--- config.mk ---
export PLATFORM = sky130hd
export DESIGN_NAME = greycode_burst_arbiter_flat
export DESIGN_NICKNAME = d
export VERILOG_FILES = /design/src/rtl/greycode_burst_arbiter_pkg.sv /design/src/rtl/greycode_burst_arbiter_if.sv /design/src/rtl/greycode_burst_arbiter_rr.sv /design/src/rtl/greycode_burst_arbiter.sv /design/src/flat_wrapper.sv
export SDC_FILE = /design/constraint.sdc
export NUM_CORES = 1
export LEC_CHECK = 0
export CAP_MARGIN = 20
export CORE_ASPECT_RATIO = 0.9
export CORE_MARGIN = 2
export CORE_UTILIZATION = 45
export CTS_BUF_LIST = sky130_fd_sc_hd__clkbuf_2 sky130_fd_sc_hd__clkbuf_4 sky130_fd_sc_hd__clkbuf_8
export CTS_CLUSTER_SIZE = 25
export DETAILED_ROUTE_END_ITERATION = 7
export PLACE_DENSITY = 0.77
export SETUP_SLACK_MARGIN = 0.3
export SLEW_MARGIN = 10
export SYNTH_ARGS = -nofsm -noshare
export SYNTH_HDL_FRONTEND = slang
export SYNTH_SLANG_ARGS = --single-unit
--- constraint.sdc ---
create_clock -name clk -period 6.95 [get_ports clk]
set_input_delay 1.39 -clock clk [delete_from_list [all_inputs] [get_ports clk]]
set_output_delay 1.39 -clock clk [all_outputs]
set_load 0.01 [all_outputs]
--- src/rtl/greycode_burst_arbiter_pkg.sv ---
// ============================================================================
// Module : greycode_pkg
// Brief  : Shared types and Gray-code helpers for greycode_burst_arbiter.
// Rev    : 1.0
// ============================================================================
`default_nettype none

package greycode_pkg;

  typedef enum logic [1:0] {
    ST_IDLE = 2'd0,
    ST_RUN  = 2'd1,
    ST_FIN  = 2'd2
  } state_t;

  localparam int c_gray_max_w = 32;

  function automatic int id_width(input int n);
    return (n > 1) ? $clog2(n) : 1;
  endfunction

  function automatic logic [c_gray_max_w-1:0] gray2bin(input logic [c_gray_max_w-1:0] g);
    logic [c_gray_max_w-1:0] b;
    b[c_gray_max_w-1] = g[c_gray_max_w-1];
    for (int i = c_gray_max_w - 2; i >= 0; i--) begin
      b[i] = b[i+1] ^ g[i];
    end
    return b;
  endfunction

  // Increment in the binary domain and re-encode, so the result wraps at 2^width.
  function automatic logic [c_gray_max_w-1:0] gray_next(input logic [c_gray_max_w-1:0] g,
                                                        input int width);
    logic [c_gray_max_w-1:0] b;
    logic [c_gray_max_w-1:0] mask;
    mask = (width >= c_gray_max_w) ? '1 : ((32'd1 << width) - 32'd1);
    b    = (gray2bin(g) + 32'd1) & mask;
    return b ^ (b >> 1);
  endfunction

endpackage

`default_nettype wire

--- src/rtl/greycode_burst_arbiter_if.sv ---
// ============================================================================
// Module : greycode_burst_arbiter_if
// Brief  : Request/grant and streaming bus of the Gray burst arbiter.
//          bin_out exists only when GREYCODE_ARB_BIN_OUT_EN is defined.
// Rev    : 1.0
// ============================================================================
`default_nettype none

interface greycode_burst_arbiter_if #(
  parameter int WIDTH = 8,
  parameter int NREQ  = 4,
  parameter int LEN_W = 10
) ();
  localparam int ID_W = greycode_pkg::id_width(NREQ);

  logic [NREQ-1:0]       req;
  logic [NREQ*LEN_W-1:0] req_len;
  logic [NREQ-1:0]       gnt;
  logic                  busy;
  logic [WIDTH-1:0]      grey_out;
  logic [ID_W-1:0]       out_id;
  logic                  out_valid;
  logic                  out_ready;
  logic                  done;
`ifdef GREYCODE_ARB_BIN_OUT_EN
  logic [WIDTH-1:0]      bin_out;

  modport slave  (input req, req_len, out_ready,
                  output gnt, busy, grey_out, out_id, out_valid, done, bin_out);
  modport master (output req, req_len, out_ready,
                  input gnt, busy, grey_out, out_id, out_valid, done, bin_out);
`else
  modport slave  (input req, req_len, out_ready,
                  output gnt, busy, grey_out, out_id, out_valid, done);
  modport master (output req, req_len, out_ready,
                  input gnt, busy, grey_out, out_id, out_valid, done);
`endif

endinterface

`default_nettype wire

--- src/rtl/greycode_burst_arbiter_rr.sv ---
// ============================================================================
// Module : greycode_rr_arbiter
// Brief  : Combinational round-robin pick: first set request at or after ptr.
// Rev    : 1.0
// ============================================================================
`default_nettype none

module greycode_rr_arbiter #(
  parameter int NREQ = 4,
  parameter int ID_W = 2
) (
  input  logic [NREQ-1:0] i_req,
  input  logic [ID_W-1:0] i_ptr,
  output logic [NREQ-1:0] o_winner,
  output logic [ID_W-1:0] o_idx,
  output logic            o_any
);

  always_comb begin
    o_winner = '0;
    o_idx    = '0;
    o_any    = 1'b0;
    for (int i = 0; i < NREQ; i++) begin
      int j;
      j = int'(i_ptr) + i;
      if (j >= NREQ) j = j - NREQ;
      if (!o_any && i_req[j]) begin
        o_any       = 1'b1;
        o_winner[j] = 1'b1;
        o_idx       = ID_W'(j);
      end
    end
  end

endmodule

`default_nettype wire

--- src/rtl/greycode_burst_arbiter.sv ---
// ============================================================================
// Module : greycode_burst_arbiter
// Brief  : Round-robin arbiter streaming L-beat Gray-code bursts per grant.
//          Optional binary output enabled by GREYCODE_ARB_BIN_OUT_EN.
// Rev    : 1.0
// ============================================================================
`default_nettype none

module greycode_burst_arbiter
  import greycode_pkg::*;
#(
  parameter int WIDTH = 8,
  parameter int NREQ  = 4,
  parameter int LEN_W = 10
) (
  input  logic                     clk,
  input  logic                     rst_n,
  greycode_burst_arbiter_if.slave  bus
);

  localparam int c_id_w = id_width(NREQ);

  state_t              r_state;
  logic [NREQ-1:0]     r_gnt;
  logic                r_busy;
  logic [WIDTH-1:0]    r_count;
  logic [c_id_w-1:0]   r_id;
  logic [c_id_w-1:0]   r_ptr;
  logic                r_out_valid;
  logic                r_done;
  logic [LEN_W-1:0]    r_rem;

  logic [NREQ-1:0]     w_win_onehot;
  logic [c_id_w-1:0]   w_win_idx;
  logic                w_any;
  logic [LEN_W-1:0]    w_win_len;
  logic [WIDTH-1:0]    w_count_next;
  logic [c_id_w-1:0]   w_ptr_next;

  greycode_rr_arbiter #(
    .NREQ (NREQ),
    .ID_W (c_id_w)
  ) u_rr (
    .i_req    (bus.req),
    .i_ptr    (r_ptr),
    .o_winner (w_win_onehot),
    .o_idx    (w_win_idx),
    .o_any    (w_any)
  );

  assign w_win_len    = bus.req_len[int'(w_win_idx)*LEN_W +: LEN_W];
  assign w_count_next = WIDTH'(gray_next(32'(r_count), WIDTH));
  assign w_ptr_next   = (r_id == c_id_w'(NREQ - 1)) ? '0 : r_id + 1'b1;

  always_ff @(posedge clk or negedge rst_n) begin
    if (!rst_n) begin
      r_state     <= ST_IDLE;
      r_gnt       <= '0;
      r_busy      <= 1'b0;
      r_count     <= '0;
      r_id        <= '0;
      r_ptr       <= '0;
      r_out_valid <= 1'b0;
      r_done      <= 1'b0;
      r_rem       <= '0;
    end else begin
      case (r_state)
        ST_IDLE: begin
          r_done <= 1'b0;
          if (w_any) begin
            r_gnt   <= w_win_onehot;
            r_id    <= w_win_idx;
            r_busy  <= 1'b1;
            r_count <= '0;
            r_rem   <= w_win_len;
            // Zero-length bursts skip straight to the completion cycle.
            if (w_win_len != '0) begin
              r_state     <= ST_RUN;
              r_out_valid <= 1'b1;
            end else begin
              r_state <= ST_FIN;
              r_done  <= 1'b1;
            end
          end
        end
        ST_RUN: begin
          if (r_out_valid && bus.out_ready) begin
            r_count <= w_count_next;
            r_rem   <= r_rem - 1'b1;
            if (r_rem == LEN_W'(1)) begin
              r_state     <= ST_FIN;
              r_out_valid <= 1'b0;
              r_done      <= 1'b1;
            end
          end
        end
        ST_FIN: begin
          r_done  <= 1'b0;
          r_gnt   <= '0;
          r_busy  <= 1'b0;
          r_ptr   <= w_ptr_next;
          r_state <= ST_IDLE;
        end
        default: begin
          r_state     <= ST_IDLE;
          r_gnt       <= '0;
          r_busy      <= 1'b0;
          r_out_valid <= 1'b0;
          r_done      <= 1'b0;
        end
      endcase
    end
  end

  assign bus.gnt       = r_gnt;
  assign bus.busy      = r_busy;
  assign bus.grey_out  = r_count;
  assign bus.out_id    = r_id;
  assign bus.out_valid = r_out_valid;
  assign bus.done      = r_done;

`ifdef GREYCODE_ARB_BIN_OUT_EN
  assign bus.bin_out = r_out_valid ? WIDTH'(gray2bin(32'(r_count))) : '0;
`endif

endmodule

`default_nettype wire

--- src/flat_wrapper.sv ---
// flat-port wrapper written by rule: the top's interface ports become plain ports
module greycode_burst_arbiter_flat import greycode_pkg::*;
#(
  parameter int WIDTH = 8,
  parameter int NREQ  = 4,
  parameter int LEN_W = 10
)
  (clk, rst_n, bus_req, bus_req_len, bus_out_ready, bus_gnt, bus_busy, bus_grey_out, bus_out_id, bus_out_valid, bus_done);
  greycode_burst_arbiter_if #(.WIDTH(WIDTH), .NREQ(NREQ), .LEN_W(LEN_W)) bus_i ();
  input  logic clk;
  input  logic rst_n;
  input wire logic [$bits(bus_i.req)-1:0] bus_req;
  input wire logic [$bits(bus_i.req_len)-1:0] bus_req_len;
  input wire logic [$bits(bus_i.out_ready)-1:0] bus_out_ready;
  output wire logic [$bits(bus_i.gnt)-1:0] bus_gnt;
  output wire logic [$bits(bus_i.busy)-1:0] bus_busy;
  output wire logic [$bits(bus_i.grey_out)-1:0] bus_grey_out;
  output wire logic [$bits(bus_i.out_id)-1:0] bus_out_id;
  output wire logic [$bits(bus_i.out_valid)-1:0] bus_out_valid;
  output wire logic [$bits(bus_i.done)-1:0] bus_done;
  assign bus_i.req = bus_req;
  assign bus_i.req_len = bus_req_len;
  assign bus_i.out_ready = bus_out_ready;
  assign bus_gnt = bus_i.gnt;
  assign bus_busy = bus_i.busy;
  assign bus_grey_out = bus_i.grey_out;
  assign bus_out_id = bus_i.out_id;
  assign bus_out_valid = bus_i.out_valid;
  assign bus_done = bus_i.done;
  greycode_burst_arbiter #(.WIDTH(WIDTH), .NREQ(NREQ), .LEN_W(LEN_W)) u_core (.clk(clk), .rst_n(rst_n), .bus(bus_i));
endmodule
-- Word-level counts from Yosys, hierarchy flattened
Cells that the tools add are included.
W data, S select, Z words.
- register bits after elaboration: 31
- input port bits: 47
- output and inout bits: 17
- logic and storage cells: 136
- $add $sub $neg: 10
- multipliers: 1
- order comparisons: 12
- equality and inequality tests: 8
- shift operators: 1
- multiplexer cells: 62
- bitwise logic cells: 13
- reduce and logical (&&, ||, !) cells: 20
- operator list (cell ; number):
    $ge A32 B1 Y1 const B ; 4
    $lt A32 B4 Y1 const B ; 4
    $mux W32 ; 4
    $shiftx A40 B32 Y10 ; 1
    $mux W1 ; 25
    $mux W10 ; 2
    $mux W4 ; 5
    $pmux W10 S2 ; 1
    $mux W2 ; 9
    $mux W8 ; 2
    $pmux W8 S2 ; 1
    $or A4 B4 Y4 ; 3
    $sub A3 B3 Y4 const B ; 3
    $eq A10 B1 Y1 const B ; 1
    $reduce_bool A10 Y1 ; 1
    $sub A10 B1 Y10 const B ; 1
    $ge A3 B3 Y1 const B ; 3
    $add A8 B1 Y8 const B ; 1
    $bmux W1 S2 ; 4
    $demux W1 S2 ; 4
    $logic_and A1 B1 Y1 ; 8
    $pmux W4 S2 ; 1
    $xor A8 B7 Y8 ; 1
    $xor A1 B1 Y1 ; 7
    other kinds (20) ; 31

-- Longest topological paths before layout
- depth in word-level cells: 21
- gate-level depth with buffers: 18
- gate-level depth less buffers: 18

-- Cells and area by module
From an unflattened synthesis, not the netlist that was laid out.
- cell total of the unflattened synthesis: 239
- area total of the unflattened synthesis: 2448.6 µm²
- modules (own cells, without submodules) (module ; instances ; cells each ; area each (µm²) ; sequential area each (µm²)):
    greycode_burst_arbiter ; 1 ; 191 ; 1988.2 ; 775.7
    greycode_rr_arbiter ; 1 ; 48 ; 460.4 ; 0.0

-- Worst setup path before layout
No wires, ideal clock.
- kind: input to register
- from: input port bus_req[2]
- to: register u_core.r_state[0]
- library setup time: 136 ps
- arrival time: 3661 ps
- data required time: 6814 ps
- slack: 3153 ps
- stages: 9
- buffers on the path: 2
- cell sequence: clkbuf_1 -> mux4_2 -> nor3_2 -> and2_1 -> o21a_1 -> buf_6 -> mux4_2 -> nor4_4 -> o22ai_1
- word-level cells in the longest chain between the ends: 19
- elaborated cells on any way between the ends: 34
- those cells by class: mul: 1; eq/ne: 1; shift: 1; mux: 23; reduce/logical: 8
- RTL lines (what ; line ; RTL):
    start, declared ; flat_wrapper.sv:12 ; input wire logic [$bits(bus_i.req)-1:0] bus_req;
    $bmux W1 S2 ; greycode_burst_arbiter_rr.sv:27 ; if (!o_any && i_req[j]) begin
    $mux W1 (not written as such) (2 in a row) ; greycode_burst_arbiter_rr.sv:27 ;
    $mux W1 ; greycode_burst_arbiter_rr.sv:27 ;
    $logic_not A1 Y1 ; greycode_burst_arbiter_rr.sv:27 ;
    $logic_and A1 B1 Y1 ; greycode_burst_arbiter_rr.sv:27 ;
    $mux W1 ; greycode_burst_arbiter_rr.sv:27 ;
    $logic_not A1 Y1 ; greycode_burst_arbiter_rr.sv:27 ;
    $logic_and A1 B1 Y1 ; greycode_burst_arbiter_rr.sv:27 ;
    [... 2 more ...] ; -- ;
    $logic_and A1 B1 Y1 ; greycode_burst_arbiter_rr.sv:27 ;
    $mux W2 ; greycode_burst_arbiter_rr.sv:27 ;
    $mul A2 B3 Y5 ; greycode_burst_arbiter.sv:51 ; assign w_win_len = bus.req_len[int'(w_win_idx)*LEN_W +: LEN_W];
    $shiftx A40 B32 Y10 ; greycode_burst_arbiter.sv:51 ;
    $reduce_bool A10 Y1 ; greycode_burst_arbiter.sv:77 ; if (w_win_len != '0) begin
    $mux W2 ; greycode_burst_arbiter.sv:77 ;
    $mux W2 ; greycode_burst_arbiter.sv:70 ; if (w_any) begin
    $pmux W2 S2 ; greycode_burst_arbiter.sv:67 ; case (r_state)
    end signal, assigned ; greycode_burst_arbiter.sv:78 ; r_state <= ST_RUN;
    end signal, assigned ; greycode_burst_arbiter.sv:81 ; r_state <= ST_FIN;
    end signal, assigned ; greycode_burst_arbiter.sv:91 ; r_state <= ST_FIN;
    end, declared ; greycode_burst_arbiter.sv:23 ; state_t r_state;
Parallel ways exist; a longest one is shown, timed or not. The select of a mux whose other input is x is not followed.
A chain may end at the register's enable or synchronous reset.

-- Worst setup path in the final report
- from: input port bus_req[3]
- to: register u_core.r_state[0]
Same word-level chain as after synthesis.

==> results.toml <==
[critical_path]
arrival_ns = 4.86
crit_type = "in -> reg"
crit_path_frequent_cell = "mux4_2"
path_buf_inv = 1
start_kind = "input pin"
path_max_fanout = 16
path_delay_family = "multiplexers"
crit_chain = "clkdlybuf4s50_1 > mux4_2 > nor3_2 > and2_1 > o21a_1 > mux4_2 > nor4_4 > o22ai_1"
max_stage_delay_ns = 0.67
end_kind = "flop"
cp_slowest_cell = "mux4_2"
cp.required_ns = 7.09

[clock_network]
cts_buffer_depth = 2
root_buffer = "clkbuf_8"
holdBufCountCts = 0
cts_tree = "built"
cts_max_level = 2
cts.sinks = 31
cts_setup_buffers = 0
cts_resized = 0
clk_pin_slew_worst_paths_ns = 0.07
numCtsBuffers = 5
clock_latency_ns = 0.28

[hold_path]
min-delay-path-class = "reg -> reg"

[synth]
synth-seq-area-share_pct = 30.2
async_reset_ff_share_pct = 100
synth.most_common_cell = "dfrtp_1"
synthTopCellsByCount = "dfrtp_1, nand2_1, mux2i_1, nor2_1, inv_1"
synthTopCellsByArea = "dfrtp_1, mux2i_1, ha_1"
muxShareOfSynthArea_pct = 16.4
synthesis.area_um2 = 2570
synth_edf_count = 0
synth_top_family_by_area = "compound AO/OA/AOI/OAI gates"
synth_fp_nets = 349
synth_fa_ha_area_share_pct = 6.82
synth.avg_cell_area_um2 = 8.92
yosysWarnings = 0
synth-xor-area-share_pct = 4.09
synthSimpleGateAreaFrac_pct = 17.8
synth_top_flop_cell = "dfrtp_1"
synth_compound_area_share_pct = 18.8
synthDistinctLibCells = 47
post-synth-top-area-cell = "dfrtp_1"
yosysTopAreaCellShare_pct = 30.2
synth-seq-cells = 31
syn_inst = 288

[route]
wl_per_cell_um = 15.4
drt_iter0_drc = 218
vias = 2430
viasPerCell = 5.90
drc = 0
drt_pass1_iterations = 8
totalWireLength_um = 6330
ant_nets = 0

[timing]
period_share_pct = 67.9
finalSetupViolations = 0
fmax_ghz = 0.212
tightest_slew_ns = 1.04
finalHoldViolCount = 0
fin_tns_setup_ns = 0
clock_skew_ns = 0.00636
fin_hold_ws_ns = 0.501
min_period_ns = 4.72
max_slew_margin_pct = 30.9
slew_violations = 0
rsz0062_at_grt = "false"

[placement]
port_buffers = 63
dpl.hpwl_um = 4670
place_congestion = 0.825

[power_and_ir_drop]
power_frac_seq_pct = 45.6
swShare_pct = 25.5
irDropWorstVdd_v = 0.0000749
p_int_w = 0.000295
power.leakage_nw = 1.34
combPwrFrac_pct = 18.4
switchingPower_w = 0.000101
clkPwrFrac_pct = 36.0
cellPowerDensity_nw_per_um2 = 120

[grt]
overflow = 0
grtUsageTotal_pct = 19.9
busiest_layer = "met2"
grt_pass1_vias = 2217
grt_pass1_wl_um = 10300
met1_usage_pct = 28.9
grt_max_degree = 32
antenna_found_initial = 0
met2_usage_pct = 30.9
grt.met3_usage_pct = 4.77

[floorplan]
initial_utilization_pct = 45.9
dieArea_um2 = 6330
die_w_um = 83.7
rows = 26
fp.dieH_um = 75.7
num_io_pins = 64
core-area_um2 = 5600

[final_layout]
antennaDiodeCount = 0
syn_to_final_growth_pct = 28.2
drive_above_1_share_pct = 5.85
final_nets = 402
utilization_pct = 58.9

[outcome]
status = "finished, final reports clean"

[flow_run]
drv_cap = 0
## routing by layer
layer | routed length (µm) | up-vias
met3 | 467 | 6
met1 | 3060 | 1145
li1 | - | 1171
met5 | 0 | -
met4 | 29 | 0
met2 | 2770 | 108
## worst paths after layout
path	start	to	slack [ns]	cells past startpoint
max in group asynchronous	rst_n	u_core.r_rem[9]	5.15	2
max	bus_req[3]	u_core.r_state[0]	2.23	8
min reg2reg	u_core.bus.busy	u_core.bus.busy	0.50	2
min in group asynchronous	rst_n	u_core.bus.gnt[0]	1.50	2
max reg2reg	u_core.r_ptr[0]	u_core.r_state[0]	2.51	9
min	u_core.bus.busy	u_core.bus.busy	0.50	2
## power groups by stage
stage / combinational [W] / clock (W) / sequential [W]
floorplan: 0.0000333 / 0 / 0.000184
global placement: 0.0000713 / 0 / 0.000184
detailed placement: 0.0000726 / 0 / 0.000184
global route: 0.0000782 / 0.000152 / 0.000180
CTS: 0.0000729 / 0.000146 / 0.000180
finish: 0.0000728 / 0.000142 / 0.000180
## worst register-to-register path, cell delays in order, from the launching register on
cell and delay [ns]:
dfrtp_1 0.74, inv_1 0.18, ha_1 0.55, mux4_2 0.65
nor3_2 0.21, and2_1 0.23, o21a_1 0.60, mux4_2 0.65
nor4_4 0.38, o22ai_1 0.11
## area by class of cell
class | count | area (µm²)
clock buffer | 6 | 76.3
clock inverter | 2 | 12.5
fill | 489 | 2300
inverter | 17 | 63.8
multi-input combinational | 222 | 1640
sequential | 31 | 776
tap | 70 | 87.6
timing repair buffer | 64 | 638
## metrics by stage
step	power, W	cell area [µm²]	worst slack (ns)	std cells
6_report	0.000395	3290	2.23	412
5_1_grt	0.000411	3290	2.00	412
4_1_cts	0.000399	3290	2.23	412
3_5_place_dp	0.000256	3210	1.93	404
3_3_place_gp	0.000255	3210	2.07	404
2_1_floorplan	0.000217	2570	3.15	288
## kinds of logic (layout without fill, tap and decap cells)
family / Yosys count / in the layout
adder cells (fa/ha/maj): 14 / 14
buffers and inverters: 35 / 89
multiplexers: 35 / 35
AND/OR/NAND/NOR: 91 / 91
XOR/XNOR: 12 / 12
AO/OA/AOI/OAI: 70 / 70
flip-flops: 31 / 31
## cells in the final DEF, fill, tap and decap left out, types with 7 or more instances in the layout
master / n
a21oi_1: 9
a22oi_1: 8
clkdlybuf4s50_1: 63
dfrtp_1: 31
ha_1: 14
inv_1: 17
mux2i_1: 24
nand2_1: 26
nand3_1: 11
nor2_1: 22
nor4_1: 10
o21ai_0: 11
o21ai_1: 10
xor2_1: 7
## flip-flops by register name, summed over array words and instances (netlist names)
name                  cells
u_core.r_ptr              2
u_core.bus.busy           1
u_core.bus.out_valid      1
u_core.bus.out_id         2
u_core.bus.grey_out       8
u_core.r_rem             10
u_core.bus.gnt            4
u_core.bus.done           1
u_core.r_state            2
Note: power is estimated with default switching activity, not from simulation.
